## src/rtl/reg_writeback_pkg.sv

```systemverilog
// Shared types and constants for the register-file write-back slice.
package reg_writeback_pkg;
    localparam int BITS      = 8;
    localparam int RBITS     = 3;
    localparam int NREGS     = 2 ** RBITS;
    localparam int LDQ_DEPTH = 2;
    localparam logic [RBITS-1:0] REG_ZERO = {RBITS{1'b0}};

    typedef logic [RBITS-1:0] ridx_t;
    typedef logic [BITS-1:0]  data_t;
    typedef logic [NREGS-1:0] mask_t;

    typedef struct packed {
        logic  valid;
        ridx_t rd;
    } ldq_entry_t;

    typedef enum logic [1:0] {
        WB_NONE = 2'd0,
        WB_LOAD = 2'd1,
        WB_ALU  = 2'd2
    } wb_src_e;

    // One-hot register mask; x0 never contributes since it is hardwired zero.
    function automatic mask_t reg_bit(input ridx_t r);
        mask_t m;
        m = {NREGS{1'b0}};
        if (r != REG_ZERO) begin
            m[r] = 1'b1;
        end else begin
            m = {NREGS{1'b0}};
        end
        return m;
    endfunction
endpackage

```

## src/rtl/reg_writeback_if.sv

```systemverilog
// Producer-side handshake bundle (ALU results, load issue/return) for reg_writeback.
interface reg_writeback_if;
    import reg_writeback_pkg::*;

    logic  alu_valid;
    ridx_t alu_rd;
    data_t alu_data;
    logic  alu_ready;
    logic  ld_issue;
    ridx_t ld_issue_rd;
    logic  ld_valid;
    data_t ld_data;
    logic  ld_full;

    modport master (
        output alu_valid, alu_rd, alu_data, ld_issue, ld_issue_rd, ld_valid, ld_data,
        input  alu_ready, ld_full
    );

    modport slave (
        input  alu_valid, alu_rd, alu_data, ld_issue, ld_issue_rd, ld_valid, ld_data,
        output alu_ready, ld_full
    );
endinterface

```

## src/rtl/reg_writeback_wb_ldq.sv

```systemverilog
// Two-entry in-order FIFO of outstanding load destinations; entry 0 is always the head.
module wb_ldq
    import reg_writeback_pkg::*;
(
    input  logic                        clk,
    input  logic                        rst_n,
    input  logic                        i_run,
    input  logic                        i_push,
    input  ridx_t                       i_push_rd,
    input  logic                        i_pop,
    output ridx_t                       o_head_rd,
    output logic                        o_full,
    output logic                        o_empty,
    output logic                        o_ovf,
    output logic                        o_unf,
    output ldq_entry_t [LDQ_DEPTH-1:0]  o_entries
);
    ldq_entry_t [LDQ_DEPTH-1:0] r_q;
    ldq_entry_t [LDQ_DEPTH-1:0] w_q_nxt;
    logic                       w_pop_ok;

    // Next queue contents: pop shifts the tail forward before any push lands.
    always_comb begin
        w_pop_ok = i_pop && r_q[0].valid;
        o_unf    = i_pop && !r_q[0].valid;
        o_ovf    = 1'b0;
        w_q_nxt  = r_q;
        if (w_pop_ok) begin
            w_q_nxt[0] = r_q[1];
            w_q_nxt[1] = {1'b0, REG_ZERO};
        end else begin
            w_q_nxt = r_q;
        end
        if (i_push) begin
            if (!w_q_nxt[0].valid) begin
                w_q_nxt[0] = {1'b1, i_push_rd};
            end else if (!w_q_nxt[1].valid) begin
                w_q_nxt[1] = {1'b1, i_push_rd};
            end else begin
                o_ovf = 1'b1;
            end
        end else begin
            o_ovf = 1'b0;
        end
    end

    // Queue storage, frozen while run is low.
    always_ff @(posedge clk or negedge rst_n) begin
        if (!rst_n) begin
            r_q <= {LDQ_DEPTH{1'b0, REG_ZERO}};
        end else if (i_run) begin
            r_q <= w_q_nxt;
        end else begin
            r_q <= r_q;
        end
    end

    // Status view derived straight from storage.
    always_comb begin
        o_head_rd = r_q[0].rd;
        o_empty   = !r_q[0].valid;
        o_full    = r_q[1].valid;
        o_entries = r_q;
    end
endmodule

```

## src/rtl/reg_writeback.sv

```systemverilog
// Register-file write port driver: arbitrates load returns over ALU results, exports busy scoreboard.
// Optional REG_WB_BYPASS_EN adds same-cycle forwarding ports and drops the output-stage busy term.
module reg_writeback
    import reg_writeback_pkg::*;
(
    input  logic                clk,
    input  logic                rst_n,
    input  logic                i_run,
    reg_writeback_if.slave      wb,
    output mask_t               o_busy_mask,
    output logic                o_we,
    output ridx_t               o_rd,
    output data_t               o_rd_din,
`ifdef REG_WB_BYPASS_EN
    output logic                o_byp_valid,
    output ridx_t               o_byp_rd,
    output data_t               o_byp_data,
`endif
    output logic                o_err
);
    ldq_entry_t [LDQ_DEPTH-1:0] w_entries;
    ridx_t   w_head_rd;
    logic    w_full, w_empty, w_ovf, w_unf;
    logic    w_ld_wr, w_alu_ok;
    mask_t   w_busy;
    wb_src_e w_src;
    logic    r_we, r_err;
    ridx_t   r_rd;
    data_t   r_din;

    wb_ldq u_ldq (
        .clk       (clk),
        .rst_n     (rst_n),
        .i_run     (i_run),
        .i_push    (wb.ld_issue),
        .i_push_rd (wb.ld_issue_rd),
        .i_pop     (wb.ld_valid),
        .o_head_rd (w_head_rd),
        .o_full    (w_full),
        .o_empty   (w_empty),
        .o_ovf     (w_ovf),
        .o_unf     (w_unf),
        .o_entries (w_entries)
    );

    // Busy scoreboard from queued loads plus, without bypass, the write in flight.
    always_comb begin
        w_busy = {NREGS{1'b0}};
        for (int i = 0; i < LDQ_DEPTH; i++) begin
            if (w_entries[i].valid) begin
                w_busy = w_busy | reg_bit(w_entries[i].rd);
            end else begin
                w_busy = w_busy;
            end
        end
`ifndef REG_WB_BYPASS_EN
        if (r_we) begin
            w_busy = w_busy | reg_bit(r_rd);
        end else begin
            w_busy = w_busy;
        end
`endif
    end

    // Write-port arbitration; the ALU also waits on a same-cycle issue to its destination (WAW).
    always_comb begin
        w_ld_wr  = i_run && wb.ld_valid && !w_empty;
        w_alu_ok = i_run && wb.alu_valid && !wb.ld_valid && !w_busy[wb.alu_rd]
                   && !(wb.ld_issue && (wb.ld_issue_rd == wb.alu_rd));
        if (w_ld_wr) begin
            w_src = WB_LOAD;
        end else if (w_alu_ok) begin
            w_src = WB_ALU;
        end else begin
            w_src = WB_NONE;
        end
    end

    // Registered write stage; x0 destinations are consumed without raising we.
    always_ff @(posedge clk or negedge rst_n) begin
        if (!rst_n) begin
            r_we  <= 1'b0;
            r_rd  <= REG_ZERO;
            r_din <= {BITS{1'b0}};
        end else if (!i_run) begin
            r_we  <= 1'b0;
        end else begin
            case (w_src)
                WB_LOAD: begin
                    r_we  <= (w_head_rd != REG_ZERO);
                    r_rd  <= w_head_rd;
                    r_din <= wb.ld_data;
                end
                WB_ALU: begin
                    r_we  <= (wb.alu_rd != REG_ZERO);
                    r_rd  <= wb.alu_rd;
                    r_din <= wb.alu_data;
                end
                default: begin
                    r_we  <= 1'b0;
                end
            endcase
        end
    end

    // Sticky protocol error: queue overflow or return with nothing outstanding.
    always_ff @(posedge clk or negedge rst_n) begin
        if (!rst_n) begin
            r_err <= 1'b0;
        end else if (i_run && (w_ovf || w_unf)) begin
            r_err <= 1'b1;
        end else begin
            r_err <= r_err;
        end
    end

    // Output drive.
    always_comb begin
        wb.alu_ready = w_alu_ok;
        wb.ld_full   = w_full;
        o_busy_mask  = w_busy;
        o_we         = r_we;
        o_rd         = r_rd;
        o_rd_din     = r_din;
        o_err        = r_err;
`ifdef REG_WB_BYPASS_EN
        o_byp_valid  = r_we;
        o_byp_rd     = r_rd;
        o_byp_data   = r_din;
`endif
    end
endmodule

```

## src/flat_wrapper.sv

```systemverilog
// flat-port wrapper written by rule: the top's interface ports become plain ports
module reg_writeback_flat import reg_writeback_pkg::*;
  (clk, rst_n, i_run, o_busy_mask, o_we, o_rd, o_rd_din, o_err, wb_alu_valid, wb_alu_rd, wb_alu_data, wb_ld_issue, wb_ld_issue_rd, wb_ld_valid, wb_ld_data, wb_alu_ready, wb_ld_full);
  reg_writeback_if wb_i ();
  input  logic clk;
  input  logic rst_n;
  input  logic i_run;
  output mask_t o_busy_mask;
  output logic o_we;
  output ridx_t o_rd;
  output data_t o_rd_din;
  output logic o_err;
  input wire logic [$bits(wb_i.alu_valid)-1:0] wb_alu_valid;
  input wire logic [$bits(wb_i.alu_rd)-1:0] wb_alu_rd;
  input wire logic [$bits(wb_i.alu_data)-1:0] wb_alu_data;
  input wire logic [$bits(wb_i.ld_issue)-1:0] wb_ld_issue;
  input wire logic [$bits(wb_i.ld_issue_rd)-1:0] wb_ld_issue_rd;
  input wire logic [$bits(wb_i.ld_valid)-1:0] wb_ld_valid;
  input wire logic [$bits(wb_i.ld_data)-1:0] wb_ld_data;
  output wire logic [$bits(wb_i.alu_ready)-1:0] wb_alu_ready;
  output wire logic [$bits(wb_i.ld_full)-1:0] wb_ld_full;
  assign wb_i.alu_valid = wb_alu_valid;
  assign wb_i.alu_rd = wb_alu_rd;
  assign wb_i.alu_data = wb_alu_data;
  assign wb_i.ld_issue = wb_ld_issue;
  assign wb_i.ld_issue_rd = wb_ld_issue_rd;
  assign wb_i.ld_valid = wb_ld_valid;
  assign wb_i.ld_data = wb_ld_data;
  assign wb_alu_ready = wb_i.alu_ready;
  assign wb_ld_full = wb_i.ld_full;
  reg_writeback u_core (.clk(clk), .rst_n(rst_n), .i_run(i_run), .wb(wb_i), .o_busy_mask(o_busy_mask), .o_we(o_we), .o_rd(o_rd), .o_rd_din(o_rd_din), .o_err(o_err));
endmodule
```

## config.mk

```make
export PLATFORM = sky130hd
export DESIGN_NAME = reg_writeback_flat
export DESIGN_NICKNAME = d
export VERILOG_FILES = /design/src/rtl/reg_writeback_pkg.sv /design/src/rtl/reg_writeback_if.sv /design/src/rtl/reg_writeback_wb_ldq.sv /design/src/rtl/reg_writeback.sv /design/src/flat_wrapper.sv
export SDC_FILE = /design/constraint.sdc
export NUM_CORES = 1
export LEC_CHECK = 0
export BUFFER_PORTS_ARGS = -buffer_cell sky130_fd_sc_hd__buf_2
export CAP_MARGIN = 20
export CORE_AREA = 2 2 65 67
export CTS_CLUSTER_SIZE = 8
export DETAILED_ROUTE_END_ITERATION = 8
export DIE_AREA = 0 0 67 69
export PLACE_DENSITY = 0.73
export SYNTH_ARGS = -nofsm -noshare
export SYNTH_HDL_FRONTEND = slang
export SYNTH_SLANG_ARGS = --single-unit
```

## constraint.sdc

```tcl
create_clock -name clk -period 2.5 [get_ports clk]
set_input_delay 0.125 -clock clk [delete_from_list [all_inputs] [get_ports clk]]
set_output_delay 0.125 -clock clk [all_outputs]
set_load 0.005 [all_outputs]
```

==> results of run 1 <==
layout make-up:
cell class | count | share of cell area, %
Multi-Input combinational cell | 115 | 48.6
Sequential cell | 21 | 28.3
Timing Repair Buffer | 55 | 16.4
Tap cell | 50 | 3.37
Clock buffer | 3 | 2.22
Inverter | 4 | 0.809
Clock inverter | 1 | 0.270
logic make-up (layout without fill, tap and decap cells):
family          Yosys count  after routing  synth area share, %
mux                      20             20                 16.0
compound gates           31             31                 14.2
buf+inv                  19             63                 6.70
other cells               1              1                0.245
flops                    21             21                 34.3
simple gates             59             59                 26.2
xor+xnor                  4              4                 2.29
per-layer routing:
layer  up-vias  routed length [microns]  global-route usage, %
li1        674                        -                      -
met1       683                     1670                   22.4
met2        42                     1870                   29.2
met3         8                      160                   1.96
met4         0                       59                   4.99
met5         -                        0                      0
report_power, final:
part	switching, mW	internal, mW
clock	0.119	0.111
combinational	0.252	0.334
sequential	0.133	0.435
total	0.504	0.881
through the flow:
stage          hold WS (ns)  worst slack, ns  instances  util [%]  instance area [sq um]
2_1_floorplan        -0.171            0.308        155         -                   1530
3_3_place_gp          0.115            0.300        244      46.0                   1800
6_report             0.0796            0.187        249      47.4                   1860
5_1_grt              0.0822           0.0709        249      47.4                   1860
4_1_cts              0.0831            0.184        249      47.4                   1860
3_5_place_dp          0.120            0.259        244      46.0                   1800
worst max-delay path by stage:
stage | from | endpoint | slack (ns) | depth (start not counted)
CTS | u_core.u_ldq.o_entries[6] | wb_alu_ready | 0.18 | 6
global route | u_core.u_ldq.o_entries[6] | wb_alu_ready | 0.07 | 6
floorplan | u_core.u_ldq.o_head_rd[1] | u_core.o_rd[0] | 0.31 | 7
detailed placement | u_core.u_ldq.o_entries[6] | u_core.o_rd_din[3] | 0.26 | 6
finish | u_core.u_ldq.o_entries[6] | wb_alu_ready | 0.19 | 6
global placement | u_core.o_we | u_core.o_rd_din[3] | 0.30 | 6
critical path: stages, from the launching register on:
cell	delay [ns]
dfrtp_1	0.50
nand4bb_1	0.21
a31oi_1	0.09
or4b_4	0.49
nor4_4	0.32
buf_12	0.19
buf_2	0.12
state kept, by name, summed over array words and instances, names as in the netlist:
name                    count
u_core.o_we                 1
u_core.u_ldq.o_entries      4
u_core.u_ldq.o_head_rd      3
u_core.o_rd                 3
u_core.o_rd_din             8
u_core.o_err                1
u_core.u_ldq.o_full         1
cells in the final DEF, fill, tap and decap left out, types with 2 or more instances in the layout:
cell and n:
nand4b_1 8, mux2_2 12, o311ai_0 2, nor4bb_1 3, or4bb_1 3, mux2i_1 2
nand2b_1 3, nand3_1 5, buf_2 49, clkbuf_8 3, o22ai_1 3, inv_1 4
dfrtp_1 21, mux2_4 6, buf_4 4, nand2_1 15, a31oi_1 3, nand4_1 6
o22a_1 3, nor2_1 5, o2bb2ai_1 2, a21oi_1 3, nand4bb_1 2, xnor2_1 3
o21ai_0 8
timing repair:
action / in CTS / in global routing
buffers inserted: 0 / 0
hold buffers: 1 / 0
endpoints found under the hold margin: 21 / 0
resized for setup: 0 / 0
Yosys cell counts (4+ instances only):
library cell,n,area [sq um]
dfrtp_1,21,526
nand4b_1,8,70.1
nand2_1,15,56.3
nor2_1,5,18.8
inv_1,4,15.0
nand4_1,6,37.5
buf_2,5,25.0
mux2_4,6,90.1
o21ai_0,8,40.0
clkbuf_1,4,15.0
nand3_1,5,25.0
mux2_2,12,135
==> flow_metrics.env, run 1 <==
export IMPL_power_density_mw_per_mm2=746
export IMPL_crit_type="flop to primary output"
export IMPL_skew_ns=0.00721
export IMPL_synthFlopType="dfrtp_1"
export IMPL_setup_violations=0
export IMPL_critPathLaunchType="flop"
export IMPL_post_dp_hpwl_mm=2.72
export IMPL_start_util_pct=39.1
export IMPL_grt_first_pass_wirelength_mm=6.27
export IMPL_p_total_mw=1.38
export IMPL_netlist_cell_type_count=45
export IMPL_finalSetupTns_ns=0
export IMPL_async_reset_ff_share_pct=100
export IMPL_finalNetCount=228
export IMPL_area_growth_pct=21.3
export IMPL_critPathCaptureType="primary output"
export IMPL_grt_setup_unrepaired="no"
export IMPL_drc=0
export IMPL_place_congestion=0.811
export IMPL_path_clk_slew_ns=0.08
export IMPL_fp_dieH_microns=69
export IMPL_hold_end="u_core.o_rd_din[0]"
export IMPL_die_w_microns=67
export IMPL_tightest_slew_ns=0.604
export IMPL_hold_viol=0
export IMPL_synth_seq_area_share_pct=34.3
export IMPL_syn_avg_cell_area_sq_um=9.87
export IMPL_hp_class="input port to flop"
export IMPL_num_io_pins=51
export IMPL_clock_sinks=21
export IMPL_r2r_end="u_core.o_rd_din[3]"
export IMPL_fin_crit_ns=2.31
export IMPL_dieArea_sq_mm=0.00462
export IMPL_syn_area_sq_mm=0.00153
export IMPL_grt_max_degree=22
export IMPL_max_clock_freq_mhz=432
export IMPL_ir_drop_v=0.000361
export IMPL_grt_pass1_vias=1341
export IMPL_syn_inst=155
export IMPL_syn_nets=183
export IMPL_grt_use_total_pct=17.1
export IMPL_ff2ff_path_depth=6
export IMPL_fp_row_count=23
export IMPL_drt_wl_total_mm=3.76
export IMPL_overflow=0
export IMPL_final_layout_size_suffix_gt1_share_pct=41.2
export IMPL_viasPerCell=5.65
export IMPL_clkLatencyLatePin_ns=0.27
export IMPL_worstPathArrival_ns=2.19
export IMPL_root_buffer="clkbuf_8"
export IMPL_drv_slew=0
export IMPL_cp_required_ns=2.38
export IMPL_n_fill_cell=400
export IMPL_portBuffers=49
export IMPL_yosys_warnings=0
export IMPL_cp_max_fo=13
export IMPL_postRouteAntennaNets=0
export IMPL_wl_per_cell_microns=15.1
export IMPL_cts_tree="built"
export IMPL_multiInputGateArea_sq_um=902
export IMPL_antenna_found_initial=0
export IMPL_first_pass_iters=4
export IMPL_cap_violations=0
export IMPL_rr_startpoint="u_core.u_ldq.o_entries[6]"
export IMPL_drt_iter0_markers=116
export IMPL_whs_path_depth=2
export IMPL_cts_max_path_buffers=2
export IMPL_vias=1407
export IMPL_synth_seq_cells=21
export IMPL_core_area_sq_mm=0.00391
export IMPL_regArea_sq_um=526
export IMPL_num_antenna_cells=0
export IMPL_leakage_nw=0.837
export IMPL_max_slew_margin_rel_pct=59.6
export IMPL_period_share_pct=92.5
export IMPL_synth_edf_count=0
export IMPL_status="complete, no violations"
export IMPL_cts_buffers=3
export IMPL_rrSetupSlack_ns=0.25
export IMPL_htreeDepth=1
export IMPL_hp_start="wb_alu_data[0]"
Power figures use the tool's default switching activity.
==> run 2: changes to the inputs <==
Settings changed: CAP_MARGIN 20 to 25, REMOVE_ABC_BUFFERS set to 1.
==> flow_metrics.env, run 2 (synthesis results as in run 1) <==
export IMPL_status="complete, no violations"
export IMPL_crit_type="flop to primary output"
export IMPL_viasPerCell=5.51
export IMPL_post_dp_hpwl_mm=2.87
export IMPL_root_buffer="clkbuf_8"
export IMPL_final_core_util_pct=47.5
export IMPL_finalSetupTns_ns=0
export IMPL_drc=0
export IMPL_regArea_sq_um=526
export IMPL_start_util_pct=39.1
export IMPL_largest_reg_flops=8
export IMPL_period_share_pct=93.3
export IMPL_cap_violations=0
export IMPL_cts_max_path_buffers=2
export IMPL_power_density_mw_per_mm2=741
export IMPL_grt_setup_unrepaired="no"
export IMPL_n_fill_cell=387
export IMPL_ir_drop_v=0.000359
export IMPL_cts_resized=0
export IMPL_final_cell_count_no_fill=251
export IMPL_cp_required_ns=2.38
export IMPL_final_layout_size_suffix_gt1_share_pct=41.8
export IMPL_critPathLaunchType="flop"
export IMPL_max_clock_freq_mhz=429
export IMPL_fp_row_count=23
export IMPL_first_pass_iters=4
export IMPL_clkLatencyLatePin_ns=0.26
export IMPL_drt_wl_total_mm=3.74
export IMPL_grt_first_pass_wirelength_mm=6.30
export IMPL_portBuffers=49
export IMPL_drt_iter0_markers=42
export IMPL_p_total_mw=1.38
export IMPL_critPathCaptureType="primary output"
export IMPL_grt_pass1_vias=1305
export IMPL_max_slew_margin_rel_pct=60.5
export IMPL_htreeDepth=1
export IMPL_path_clk_slew_ns=0.08
export IMPL_grt_max_degree=22
export IMPL_cp_max_fo=12
export IMPL_num_antenna_cells=0
export IMPL_cts_buffers=3
export IMPL_fin_crit_ns=2.33
export IMPL_dpl_instance_area_sq_mm=0.00180
export IMPL_dp_cells=246
export IMPL_area_growth_pct=21.5
export IMPL_core_area_sq_mm=0.00391
export IMPL_leakage_nw=0.844
export IMPL_antenna_found_initial=0
export IMPL_vias=1382
export IMPL_drv_slew=0
export IMPL_layout_common_cells="buf_2, dfrtp_1, nand2_1"
export IMPL_die_w_microns=67
export IMPL_finalNetCount=230
export IMPL_num_io_pins=51
export IMPL_fp_dieH_microns=69
export IMPL_dieArea_sq_mm=0.00462
export IMPL_overflow=0
export IMPL_tightest_slew_ns=0.586
export IMPL_multiInputGateArea_sq_um=902
export IMPL_clock_sinks=21
export IMPL_skew_ns=0.00342
export IMPL_place_congestion=0.847
export IMPL_cts_tree="built"
export IMPL_wl_per_cell_microns=14.9
export IMPL_hp_class="input port to flop"
export IMPL_final_common_cell="buf_2"
export IMPL_hold_viol=0
export IMPL_setup_violations=0
export IMPL_worstPathArrival_ns=2.21
export IMPL_grt_use_total_pct=17.0
export IMPL_postLayoutCellArea_sq_mm=0.00186
export IMPL_postRouteAntennaNets=0
==> run 2: changes by cell type in the layout (fill, tap and decap cells not counted), sizes merged <==
cell / delta
buf: +2
==> run 2: critical path, cell delays in order, from the launching register on <==
cell     delay [ns]
dfrtp_1        0.46
or4bb_1        0.24
a31oi_1        0.09
or4b_4         0.50
nor4_4         0.25
buf_4          0.27
buf_2          0.15
==> run 2: per-layer routing <==
layer,GRT usage (%),vias up,wire (microns)
met3,1.96,6,185
met1,25.1,646,1800
met2,25.7,53,1710
li1,-,677,-
met5,0,-,0
met4,5.22,0,44
==> run 2: final cells by class <==
| cell class | count | share of cell area [%] |
|---|---|---|
| Inverter | 4 | 0.808 |
| Timing Repair Buffer | 57 | 16.6 |
| Multi-Input combinational cell | 115 | 48.5 |
| Tap cell | 50 | 3.36 |
| Clock buffer | 3 | 2.22 |
| Sequential cell | 21 | 28.3 |
| Clock inverter | 1 | 0.269 |
==> run 2: final timing paths <==
kind | depth (start not counted) | slack (ns) | from | endpoint
max | 6 | 0.17 | u_core.o_rd[1] | wb_alu_ready
min | 2 | 0.09 | wb_alu_data[6] | u_core.o_rd_din[6]
max reg2reg | 6 | 0.23 | u_core.o_rd[1] | u_core.o_rd_din[5]
min reg2reg | 1 | 0.45 | u_core.o_err | u_core.o_err
max in group asynchronous | 2 | 1.83 | rst_n | u_core.o_rd[2]
min in group asynchronous | 2 | 0.35 | rst_n | u_core.o_err
==> run 2: repair_timing <==
action,4_1_cts,5_1_grt
hold buffers,1,0
hold endpoints to repair,21,0
buffers inserted,0,0
setup endpoints to repair,0,0
==> run 2: through the flow <==
stage | setup slack [ns] | hold WS [ns]
6_report | 0.167 | 0.0946
3_5_place_dp | 0.247 | 0.111
3_3_place_gp | 0.284 | 0.111
2_1_floorplan | 0.0175 | -0.171
5_1_grt | 0.0317 | 0.0784
4_1_cts | 0.167 | 0.0901
==> run 2: report_power, final <==
group	switching (mW)	total, mW	internal [mW]
clock network	0.111	0.222	0.111
registers	0.129	0.565	0.436
logic	0.255	0.589	0.334
total	0.496	1.38	0.881
